File: src/rtl/tinyalu_responder_if.sv
// rtl/tinyalu_responder_if.sv - start/done command bus between requester and ALU responder
// The requester (master) holds start with op/A/B stable until it sees done.
interface tinyalu_responder_if #(
   parameter int WIDTH = 8
);
   logic                 start;
   logic [2:0]           op;
   logic [WIDTH-1:0]     A;
   logic [WIDTH-1:0]     B;
   logic                 done;
   logic                 busy;
   logic [2*WIDTH-1:0]   result;

   modport master (
      output start, op, A, B,
      input  done, busy, result
   );

   modport slave (
      input  start, op, A, B,
      output done, busy, result
   );
endinterface

File: src/rtl/tinyalu_responder.sv
// rtl/tinyalu_responder.sv - multi-cycle ALU responder for the start/done command protocol
// Logic ops and add take one execute cycle; multiply is WIDTH shift-add steps.
module tinyalu_responder #(
   parameter int WIDTH = 8
) (
   input  logic                 clk,
   input  logic                 reset,
   tinyalu_responder_if.slave   bus
);
   localparam int CW = (WIDTH > 1) ? $clog2(WIDTH) : 1;

   localparam logic [1:0] S_IDLE = 2'd0;
   localparam logic [1:0] S_EXEC = 2'd1;
   localparam logic [1:0] S_MUL  = 2'd2;
   localparam logic [1:0] S_HOLD = 2'd3;

   localparam logic [2:0] OP_ADD = 3'd1;
   localparam logic [2:0] OP_AND = 3'd2;
   localparam logic [2:0] OP_XOR = 3'd3;
   localparam logic [2:0] OP_MUL = 3'd4;
   localparam logic [2:0] OP_RST = 3'd7;

   logic [1:0]           r_state;
   logic [2:0]           r_op;
   logic [WIDTH-1:0]     r_a;
   logic [WIDTH-1:0]     r_b;
   logic [2*WIDTH-1:0]   r_mcand;
   logic [WIDTH-1:0]     r_mplier;
   logic [2*WIDTH-1:0]   r_acc;
   logic [CW-1:0]        r_count;
   logic [2*WIDTH-1:0]   r_result;
   logic                 r_done;

   logic [WIDTH:0]       w_sum;
   logic [2*WIDTH-1:0]   w_exec_result;
   logic [2*WIDTH-1:0]   w_acc_next;
   logic                 w_last_step;

   assign w_sum       = {1'b0, r_a} + {1'b0, r_b};
   // The multiplicand is shifted left each step, so it is always aligned with multiplier bit 0.
   assign w_acc_next  = r_mplier[0] ? (r_acc + r_mcand) : r_acc;
   assign w_last_step = (r_count == CW'(WIDTH - 1));

   always_comb begin
      w_exec_result = r_result;
      case (r_op)
         OP_ADD:  w_exec_result = {{(WIDTH-1){1'b0}}, w_sum};
         OP_AND:  w_exec_result = {{WIDTH{1'b0}}, r_a & r_b};
         OP_XOR:  w_exec_result = {{WIDTH{1'b0}}, r_a ^ r_b};
         OP_RST:  w_exec_result = '0;
         default: w_exec_result = r_result;
      endcase
   end

   always_ff @(posedge clk or posedge reset) begin
      if (reset) begin
         r_state  <= S_IDLE;
         r_op     <= '0;
         r_a      <= '0;
         r_b      <= '0;
         r_mcand  <= '0;
         r_mplier <= '0;
         r_acc    <= '0;
         r_count  <= '0;
         r_result <= '0;
         r_done   <= 1'b0;
      end else begin
         r_done <= 1'b0;
         case (r_state)
            S_IDLE: begin
               if (bus.start) begin
                  r_op <= bus.op;
                  r_a  <= bus.A;
                  r_b  <= bus.B;
                  if (bus.op == OP_MUL) begin
                     r_mcand  <= {{WIDTH{1'b0}}, bus.A};
                     r_mplier <= bus.B;
                     r_acc    <= '0;
                     r_count  <= '0;
                     r_state  <= S_MUL;
                  end else begin
                     r_state  <= S_EXEC;
                  end
               end
            end
            S_EXEC: begin
               r_result <= w_exec_result;
               r_done   <= 1'b1;
               r_state  <= S_HOLD;
            end
            S_MUL: begin
               r_acc    <= w_acc_next;
               r_mcand  <= r_mcand << 1;
               r_mplier <= r_mplier >> 1;
               r_count  <= r_count + 1'b1;
               if (w_last_step) begin
                  r_result <= w_acc_next;
                  r_done   <= 1'b1;
                  r_state  <= S_HOLD;
               end
            end
            default: begin
               // Wait for start to fall so one assertion yields exactly one command.
               if (!bus.start) begin
                  r_state <= S_IDLE;
               end
            end
         endcase
      end
   end

   assign bus.done   = r_done;
   assign bus.busy   = (r_state == S_EXEC) || (r_state == S_MUL) || r_done;
   assign bus.result = r_result;
endmodule

File: src/flat_wrapper.sv
// flat-port wrapper written by rule: the top's interface ports become plain ports
module tinyalu_responder_flat 
#(
   parameter int WIDTH = 8
)
  (clk, reset, bus_start, bus_op, bus_A, bus_B, bus_done, bus_busy, bus_result);
  tinyalu_responder_if #(.WIDTH(WIDTH)) bus_i ();
  input  logic clk;
  input  logic reset;
  input wire logic [$bits(bus_i.start)-1:0] bus_start;
  input wire logic [$bits(bus_i.op)-1:0] bus_op;
  input wire logic [$bits(bus_i.A)-1:0] bus_A;
  input wire logic [$bits(bus_i.B)-1:0] bus_B;
  output wire logic [$bits(bus_i.done)-1:0] bus_done;
  output wire logic [$bits(bus_i.busy)-1:0] bus_busy;
  output wire logic [$bits(bus_i.result)-1:0] bus_result;
  assign bus_i.start = bus_start;
  assign bus_i.op = bus_op;
  assign bus_i.A = bus_A;
  assign bus_i.B = bus_B;
  assign bus_done = bus_i.done;
  assign bus_busy = bus_i.busy;
  assign bus_result = bus_i.result;
  tinyalu_responder #(.WIDTH(WIDTH)) u_core (.clk(clk), .reset(reset), .bus(bus_i));
endmodule
File: config.mk
export PLATFORM = sky130hd
export DESIGN_NAME = tinyalu_responder_flat
export DESIGN_NICKNAME = d
export VERILOG_FILES = /design/src/rtl/tinyalu_responder_if.sv /design/src/rtl/tinyalu_responder.sv /design/src/flat_wrapper.sv
export SDC_FILE = /design/constraint.sdc
export NUM_CORES = 1
export LEC_CHECK = 0
export ABC_AREA = 1
export BUFFER_PORTS_ARGS = -buffer_cell sky130_fd_sc_hd__buf_2
export CAP_MARGIN = 0
export CORE_MARGIN = 5
export CORE_UTILIZATION = 45
export DETAILED_ROUTE_END_ITERATION = 10
export PLACE_DENSITY_LB_ADDON = 0.05
export SYNTH_ARGS = -nofsm -noshare
export SYNTH_HDL_FRONTEND = slang
export SYNTH_SLANG_ARGS = --single-unit
File: constraint.sdc
create_clock -name clk -period 3.3 [get_ports clk]
set_input_delay 0.33 -clock clk [delete_from_list [all_inputs] [get_ports clk]]
set_output_delay 0.33 -clock clk [all_outputs]
set_load 0.1 [all_outputs]
==> results.cfg, run 1 <==
[floorplan]
die_w_um = 115.5
pin_count = 40
fp.dieH_um = 115.5
initial_utilization = 0.4602
core_sq_um = 10890
rows = 38
dieArea_sq_um = 13350

[clock_network]
insertion_delay_ps = 360
cts-root-buf = clkbuf_8
postCtsSetupBuffers = 0
htreeDepth = 3
cts_sinks = 81
clk_pin_slew_ps = 80
cts_tree = built
clock_tree.buffer_depth = 2
cts_resized = 0
holdBufCountCts = 0
cts_made_buffers = 9

[synth]
ys.warnings.count = 0
syn_area_per_cell_sq_um = 7.490
synthCells = 669
yosys.cell_types.count = 36
synth-seq-area-share = 0.4045
synth_edf_count = 0
syn_area_sq_um = 5011
async_reset_ff_frac = 1.000
synth_fp_nets = 722
synth-main-ff-cell = dfrtp_1
ys_seq_elements = 81

[sta]
setup_violations = 0
relSlewSlack = 0.3000
rsz0062_at_grt = false
min_period_over_period = 0.7566
finalClockSkew_ps = 12.74
final-hold-violation-count = 0
max_freq_mhz = 400.5
fin_crit_ps = 2497
worstMarginPinSlew_ps = 1050
finalSetupTns_ps = 0
drv_slew = 0

[cells_and_area]
drive_gt1_frac = 0.1241
finalNetCount = 757
antenna_cells = 0
final_util = 0.5078
final_common_cell = nand2_1
final_cell_mix = nand2_1 (200), inv_1 (82), dfrtp_1 (81)
area_growth_pct = 10.34

[route]
wl_per_cell_um = 15.00
drc_errors = 0
num_vias = 4340
ant_nets = 0
wl_um = 12730
viasPerCell = 5.112
dr.pass1.iters = 5
drt-initial-drc-count = 272

[worst_hold_path]
hold_start = bus_B[0]
hp-class = input port to register
hold-path-cell-count = 2
holdPathEnd = u_core.r_b[0]

[grt]
grt_pass1_wl_um = 21450
grt_max_degree = 82
track_usage = 0.2053
grt_antenna_before_repair = 0
gr-total-overflow = 0
first_global_vias = 4301

[setup_path]
reg2regPathDepth = 6
worstReg2RegStart = u_core.r_state[0]
critPathKind = register to register
required_ps = 3560
r2r_setup_slack_ps = 800
r2r-end = u_core.r_mplier[7]
cp.arrival_ps = 2760
crit_path_max_fanout = 25
end_kind = register
startpoint_type = register

[placed_design]
port_buffers = 39
dp_hpwl_um = 9331
place.gp.congestion = 0.8483

[run_status]
status = completed

[job]
cap_viol_max_count = 0
flip-flops by register name, summed over array words and instances (netlist names):
| register | cells |
|---|---|
| u_core.bus.done | 1 |
| u_core.r_count | 3 |
| u_core.r_b | 8 |
| u_core.r_state | 2 |
| u_core.r_acc | 16 |
| u_core.bus.result | 16 |
| u_core.r_op | 3 |
| u_core.r_a | 8 |
| u_core.r_mplier | 8 |
| u_core.r_mcand | 16 |
cell type report:
type	count	area [sq um]
Clock inverter	5	77.57
Fill cell	1058	5359
Clock buffer	11	151.4
Sequential cell	81	2027
Multi-Input combinational cell	480	2530
Timing Repair Buffer	45	240.2
Inverter	87	327.8
Tap cell	140	175.2
worst max-delay path: stages, from the launching register on:
cell and delay, ps:
dfrtp_1 410, inv_1 110, ha_1 500, nand2_1 170
a22oi_4 510, inv_2 380, o31ai_1 310
synth_stat cells, drive strengths merged, types with 7 or more instances:
library cell | number | area share
a21oi | 30 | 0.032
a31oi | 15 | 0.019
buf | 13 | 0.017
clkbuf | 8 | 0.0080
dfrtp | 81 | 0.40
ha | 29 | 0.072
inv | 87 | 0.065
mux2 | 13 | 0.029
nand2 | 201 | 0.15
nand3 | 60 | 0.060
nor2 | 63 | 0.047
o21ai | 28 | 0.028
o22ai | 7 | 0.0087
through the flow:
step	worst slack [ps]	std cells	area, sq um	hold slack, ps
2_1_floorplan	889.9	669	5011	452.0
3_3_place_gp	896.8	833	5300	465.3
3_5_place_dp	820.8	833	5300	470.1
4_1_cts	790.3	849	5529	208.6
5_1_grt	620.3	849	5529	221.6
6_report	803.2	849	5529	222.4
cell families after synthesis:
| group | count (synthesis) | share of synthesized area |
|---|---|---|
| simple gates | 341 | 0.2816 |
| buf+inv | 108 | 0.09064 |
| compound gates | 92 | 0.1084 |
| flops | 81 | 0.4045 |
| fa+ha+maj | 31 | 0.08040 |
| mux | 13 | 0.02921 |
| xor+xnor | 3 | 0.005244 |
worst max path at each step:
stage,startpoint,to,slack [ps],cells after the start
after floorplan,reset,u_core.bus.done,890,1
after global placement,u_core.r_state[0],u_core.r_mplier[7],900,6
after detailed placement,u_core.r_state[0],u_core.r_mplier[7],820,6
after CTS,u_core.r_state[0],u_core.r_mplier[7],790,6
after global routing,u_core.r_state[0],u_core.r_mplier[0],620,7
final,u_core.r_state[0],u_core.r_mplier[7],800,6
metal layers:
| layer | track usage | wire (um) | up-vias |
|---|---|---|---|
| li1 | - | - | 2220 |
| met5 | 0 | 0 | - |
| met4 | 0.06103 | 203 | 0 |
| met2 | 0.3171 | 5670 | 77 |
| met1 | 0.2993 | 6375 | 2029 |
| met3 | 0.03029 | 485 | 14 |
Power of run 1 is left out: the tool's default activity adds up to more than one toggle a clock period on the data nets, which glitch-free logic cannot reach.
==> inputs of run 2 (changes only) <==
Settings changed: ABC_AREA 1 to 0.
Clock period 3.3 ns to 2.5 ns, I/O delays scaled along.
==> run 2 against run 1 <==
Compared with the run above:
- final cell count down 17%
- largest cell class unchanged
- critical endpoint is now u_core.bus.result[8]
- design area rose by 1.1%
- clock-buffer cell count is 2 lower
- core utilization grew 1.2 points
==> results.cfg, run 2 <==
[route]
ant_nets = 0
wl_per_cell_um = 17.12
viasPerCell = 5.588
dr.pass1.iters = 4
num_vias = 3917
wl_um = 12000
drc_errors = 0
drt-initial-drc-count = 173

[cells_and_area]
final_common_cell = dfrtp_1
area_growth_pct = 14.24
final_cell_mix = dfrtp_1 (81), nand2_1 (78), o21ai_0 (48)
drive_gt1_frac = 0.2086
fillers = 1057
finalNetCount = 609
antenna_cells = 0

[synth]
async_reset_ff_frac = 1.000
yosysTopAreaCell = dfrtp_1
yosys.cell_types.count = 57
ys_seq_elements = 81
ys.warnings.count = 0
synth_area_leaders = dfrtp_1 (41%), ha_1 (7.4%), mux2_2 (6.2%), nand2_1 (6.0%), o21ai_0 (5.0%)
synth_fp_nets = 562
synth.most_common_cell = dfrtp_1
synth_edf_count = 0
synth_top_area_share = 0.4142
yosys-top-cells-count = dfrtp_1 (81), nand2_1 (78), o21ai_0 (49), ha_1 (29), a21oi_1 (28)
syn_area_sq_um = 4893
synth-seq-area-share = 0.4142
synth-main-ff-cell = dfrtp_1
synthCells = 509
syn_area_per_cell_sq_um = 9.614

[floorplan]
dieArea_sq_um = 13060
core_sq_um = 10750
rows = 38
initial_utilization = 0.4554
die_w_um = 114.3
pin_count = 40
fp.dieH_um = 114.3

[power]
power.switching_mw = 3.950
p_seq_frac = 0.279
p_int_mw = 4.043
p_clk_frac = 0.136
swShare = 0.4942
peakVddDrop_mv = 0.8260
p_total_mw = 7.992
powerDensity_nw_per_um2 = 1430
p_leak_nw = 2.507
power_frac_comb = 0.585

[sta]
finalClockSkew_ps = 10.14
finalSetupTns_ps = 0
relSlewSlack = 0.5668
rsz0062_at_grt = false
fin_crit_ps = 2338
drv_slew = 0
worstMarginPinSlew_ps = 643.0
max_freq_mhz = 427.7
final-hold-violation-count = 0
setup_violations = 0
min_period_over_period = 0.9353

[grt]
grt_use_met3 = 0.03541
grt_max_degree = 57
first_global_vias = 3860
use_met1 = 0.2703
track_usage = 0.1955
grt.met2_usage = 0.3111
grt_pass1_wl_um = 20050
gr-max-usage-layer = met2
gr-total-overflow = 0
grt_antenna_before_repair = 0

[setup_path]
worstReg2RegStart = u_core.r_acc[0]
end_kind = register
slowest_stage = dfrtp_1
path_buf_inv = 0
cp.arrival_ps = 2580
crit_path_max_fanout = 5
critPathKind = register to register
startpoint_type = register
required_ps = 2740
crit_chain = ha_2 > fa_2 > a21o_1 > a221o_1 > nand3_1 > mux2i_1 > a311oi_2 > a31oi_1
max_stage_delay_ps = 410
cp_top_family = compound AO/OA/AOI/OAI gates
critPathLaunch = u_core.r_acc[0]

[clock_network]
cts_made_buffers = 9
clock_tree.buffer_depth = 2
htreeDepth = 3
insertion_delay_ps = 370
cts-root-buf = clkbuf_8
clk_pin_slew_ps = 90
cts_tree = built
cts_sinks = 81

[placed_design]
dp_hpwl_um = 9015
port_buffers = 39
place.gp.congestion = 0.9000

[worst_hold_path]
hold_start = bus_B[6]
hp-class = input port to register

[run_status]
status = completed

[job]
cap_viol_max_count = 0
-- run 2: changes by cell type after synthesis, moves of 9 or more --
cell      previous run  this run
a211oi_1             0         9
nand2_1            200        78
inv_1               83        10
nor2_1              63        25
nand3_1             60         7
mux2i_1              0        24
xnor2_1              1        13
o21ai_0             24        49
mux2_2              13        27
-- run 2: final cells by class --
class                           instances  area, sq um  share of cell area
Timing Repair Buffer                   58        365.4             0.06535
Clock inverter                          7        93.84             0.01679
Inverter                               11        42.54            0.007610
Tap cell                              140        175.2             0.03133
Clock buffer                            9        123.9             0.02216
Multi-Input combinational cell        395         2763              0.4942
Sequential cell                        81         2027              0.3626
-- run 2: power by group through the flow --
| stage | Clock [mW] | Combinational, mW | Sequential [mW] |
|---|---|---|---|
| finish | 1.09 | 4.68 | 2.23 |
| global route | 1.17 | 5.12 | 2.31 |
| global placement | 0 | 4.63 | 2.24 |
| CTS | 1.12 | 4.68 | 2.23 |
| detailed placement | 0 | 4.65 | 2.26 |
| floorplan | 0 | 2.94 | 2.78 |
-- run 2: worst register-to-register path, stage by stage, from the launching register on --
cell and delay (ps):
dfrtp_1 410, ha_2 220, fa_2 350, a21o_1 180, a221o_1 410, nand3_1 140, mux2i_1 90, a311oi_2 300
a31oi_1 110
-- run 2: per-stage QoR --
step	util	instances	cell area, sq um	hold WS, ps	setup slack (ps)
6_report	0.5203	701	5590	124.1	161.8
5_1_grt	0.5203	701	5590	110.9	39.23
4_1_cts	0.5175	701	5560	109.8	25.56
3_5_place_dp	0.4963	684	5333	317.3	26.75
3_3_place_gp	0.4963	684	5333	310.7	93.96
2_1_floorplan	-	509	4893	400.6	169.9
-- run 2: per-layer routing --
metal	up-vias	wire length [um]
met4	0	221
met5	-	0
li1	1941	-
met3	20	455
met2	83	5601
met1	1873	5720
-- run 2: path summary, 6_finish.rpt --
| kind | to | slack [ps] | depth (start not counted) |
|---|---|---|---|
| max | u_core.bus.result[8] | 160 | 8 |
| min | u_core.r_b[6] | 120 | 2 |
| max reg2reg | u_core.bus.result[8] | 160 | 8 |
| min reg2reg | u_core.bus.result[9] | 480 | 2 |
| max in group asynchronous | u_core.r_acc[14] | 1410 | 4 |
| min in group asynchronous | u_core.bus.result[1] | 450 | 3 |
-- run 2: kinds of logic after synthesis --
group | Yosys count | share of synthesized area
DFF | 81 | 0.4142
buffers and inverters | 33 | 0.03043
and+or+nand+nor | 146 | 0.1347
xor gates and xnor gates | 17 | 0.03043
adders and majority gates | 31 | 0.08233
AOI/OAI and AO/OA | 150 | 0.1966
muxes | 51 | 0.1112
-- run 2: timing repair --
action	CTS	global route
endpoints found under the hold margin	29	0
pin swaps	1	2
setup endpoints to repair	1	8
gates cloned	0	0
setup buffers	0	0
hold buffers	1	0
gates resized for setup	0	7
Note: power is estimated with default switching activity, not from simulation.
==> inputs of run 3 (changes only) <==
Settings changed: PLACE_DENSITY set to 0.72, PLACE_DENSITY_LB_ADDON 0.05 to not set.
Clock period 2.5 ns to 2.7 ns, I/O delays scaled along.
==> run 3 against run 2 <==
Compared with the run above:
- clock power decreased by 23%
- highest routed layer unchanged
- critical path depth unchanged
- flip-flop and latch count unchanged
- sequential power decreased by 6%
- largest cell class unchanged
- clock skew increased by 3.1 ps
- die area unchanged
- final cell count decreased by 0.71%
- non-clock buffer count decreased by 5
==> results.cfg, run 3 (synthesized netlist as in run 2, its figures left out) <==
[clock_network]
cts_made_buffers = 9
clk_pin_slew_ps = 90
cts_tree = built
cts_resized = 0
htreeDepth = 3
cts_sinks = 81
cts-root-buf = clkbuf_8
clock_tree.buffer_depth = 2
insertion_delay_ps = 370

[grt]
grt_pass1_wl_um = 20510
grt_antenna_before_repair = 0
gr-total-overflow = 0
track_usage = 0.1947
grt_max_degree = 36
first_global_vias = 4030

[route]
wl_um = 11930
dr.pass1.iters = 4
drc_errors = 0
ant_nets = 0
viasPerCell = 5.813
wl_per_cell_um = 17.14
drt-initial-drc-count = 246
num_vias = 4046

[placed_design]
place.gp.congestion = 0.9746
dp.cells = 679
dp_hpwl_um = 8937
port_buffers = 39
pre_cts_ws_ps = 211.4

[cells_and_area]
drive_gt1_frac = 0.1924
stdcell_count = 696
final_util = 0.5083
area_growth_pct = 11.61
finalNetCount = 604
antenna_cells = 0
fillers = 1023
final_common_cell = dfrtp_1
multiInputGateArea_sq_um = 2733
regArea_sq_um = 2027
final_cell_mix = dfrtp_1 (81), nand2_1 (78), o21ai_0 (49)

[setup_path]
required_ps = 2930
end_kind = register
reg2regPathDepth = 8
critPathKind = register to register
startpoint_type = register
crit_path_max_fanout = 5
cp.arrival_ps = 2750

[floorplan]
dieArea_sq_um = 13060
pin_count = 40
initial_utilization = 0.4554
die_w_um = 114.3
fp.dieH_um = 114.3
rows = 38
core_sq_um = 10750

[sta]
min_period_over_period = 0.9311
finalClockSkew_ps = 13.21
worstMarginPinSlew_ps = 803.9
max_freq_mhz = 397.8
relSlewSlack = 0.4628
setup_violations = 0
drv_slew = 0
final.setup.worst_slack_ps = 186.0
finalSetupTns_ps = 0
rsz0062_at_grt = false
final-hold-violation-count = 0
fin_crit_ps = 2514

[power]
p_total_mw = 7.193
peakVddDrop_mv = 0.7086
powerDensity_nw_per_um2 = 1317
p_leak_nw = 2.456

[worst_hold_path]
hp-class = input port to register
hold-path-cell-count = 2

[run_status]
status = completed

[job]
cap_viol_max_count = 0
[run 3: layer usage]
layer / wire length (um) / share of wire / global-route usage / vias up
met5: 0 / 0 / 0 / -
met4: 238 / 0.020 / 0.05780 / 0
met3: 749 / 0.063 / 0.03647 / 24
met2: 5603 / 0.47 / 0.3138 / 135
met1: 5339 / 0.45 / 0.2674 / 1954
li1: - / - / - / 1933
[run 3: timing repair]
action | CTS | global route
buffers inserted | 0 | 0
hold buffers | 1 | 0
endpoints found under the setup margin | 0 | 0
hold endpoints to repair | 33 | 0
[run 3: final cells by class]
cell class | count | share of cell area
Multi-Input combinational cell | 395 | 0.5003
Sequential cell | 81 | 0.3711
Inverter | 11 | 0.007789
Timing Repair Buffer | 53 | 0.05544
Tap cell | 140 | 0.03207
Clock inverter | 6 | 0.008018
Clock buffer | 10 | 0.02520
[run 3: metrics by stage]
step           area (sq um)  hold WS, ps
6_report               5461        146.6
5_1_grt                5461        140.3
4_1_cts                5461        135.5
3_5_place_dp           5270        362.8
3_3_place_gp           5270        351.1
2_1_floorplan          4893        420.6
[run 3: final timing paths]
path / start / end / slack [ps]
max in group asynchronous: reset / u_core.r_mcand[9] / 1460
hold reg to reg: u_core.bus.result[3] / u_core.bus.result[3] / 480
min in group asynchronous: reset / u_core.r_acc[4] / 500
setup / recovery: u_core.r_acc[0] / u_core.bus.result[8] / 190
hold / removal: bus_B[0] / u_core.r_b[0] / 150
setup reg to reg: u_core.r_acc[0] / u_core.bus.result[8] / 190
[run 3: report_power, final]
part	internal, mW	switching (mW)	total [mW]
clock network	0.360	0.474	0.834
registers	1.66	0.428	2.09
logic	1.50	2.77	4.27
total	3.52	3.67	7.19
[run 3: critical path, stage by stage (launching register included)]
cell and delay, ps:
dfrtp_1 410, ha_1 260, fa_1 430, a21o_1 190, a221o_1 420, nand3_1 140
mux2i_1 80, a311oi_1 330, a31oi_1 120
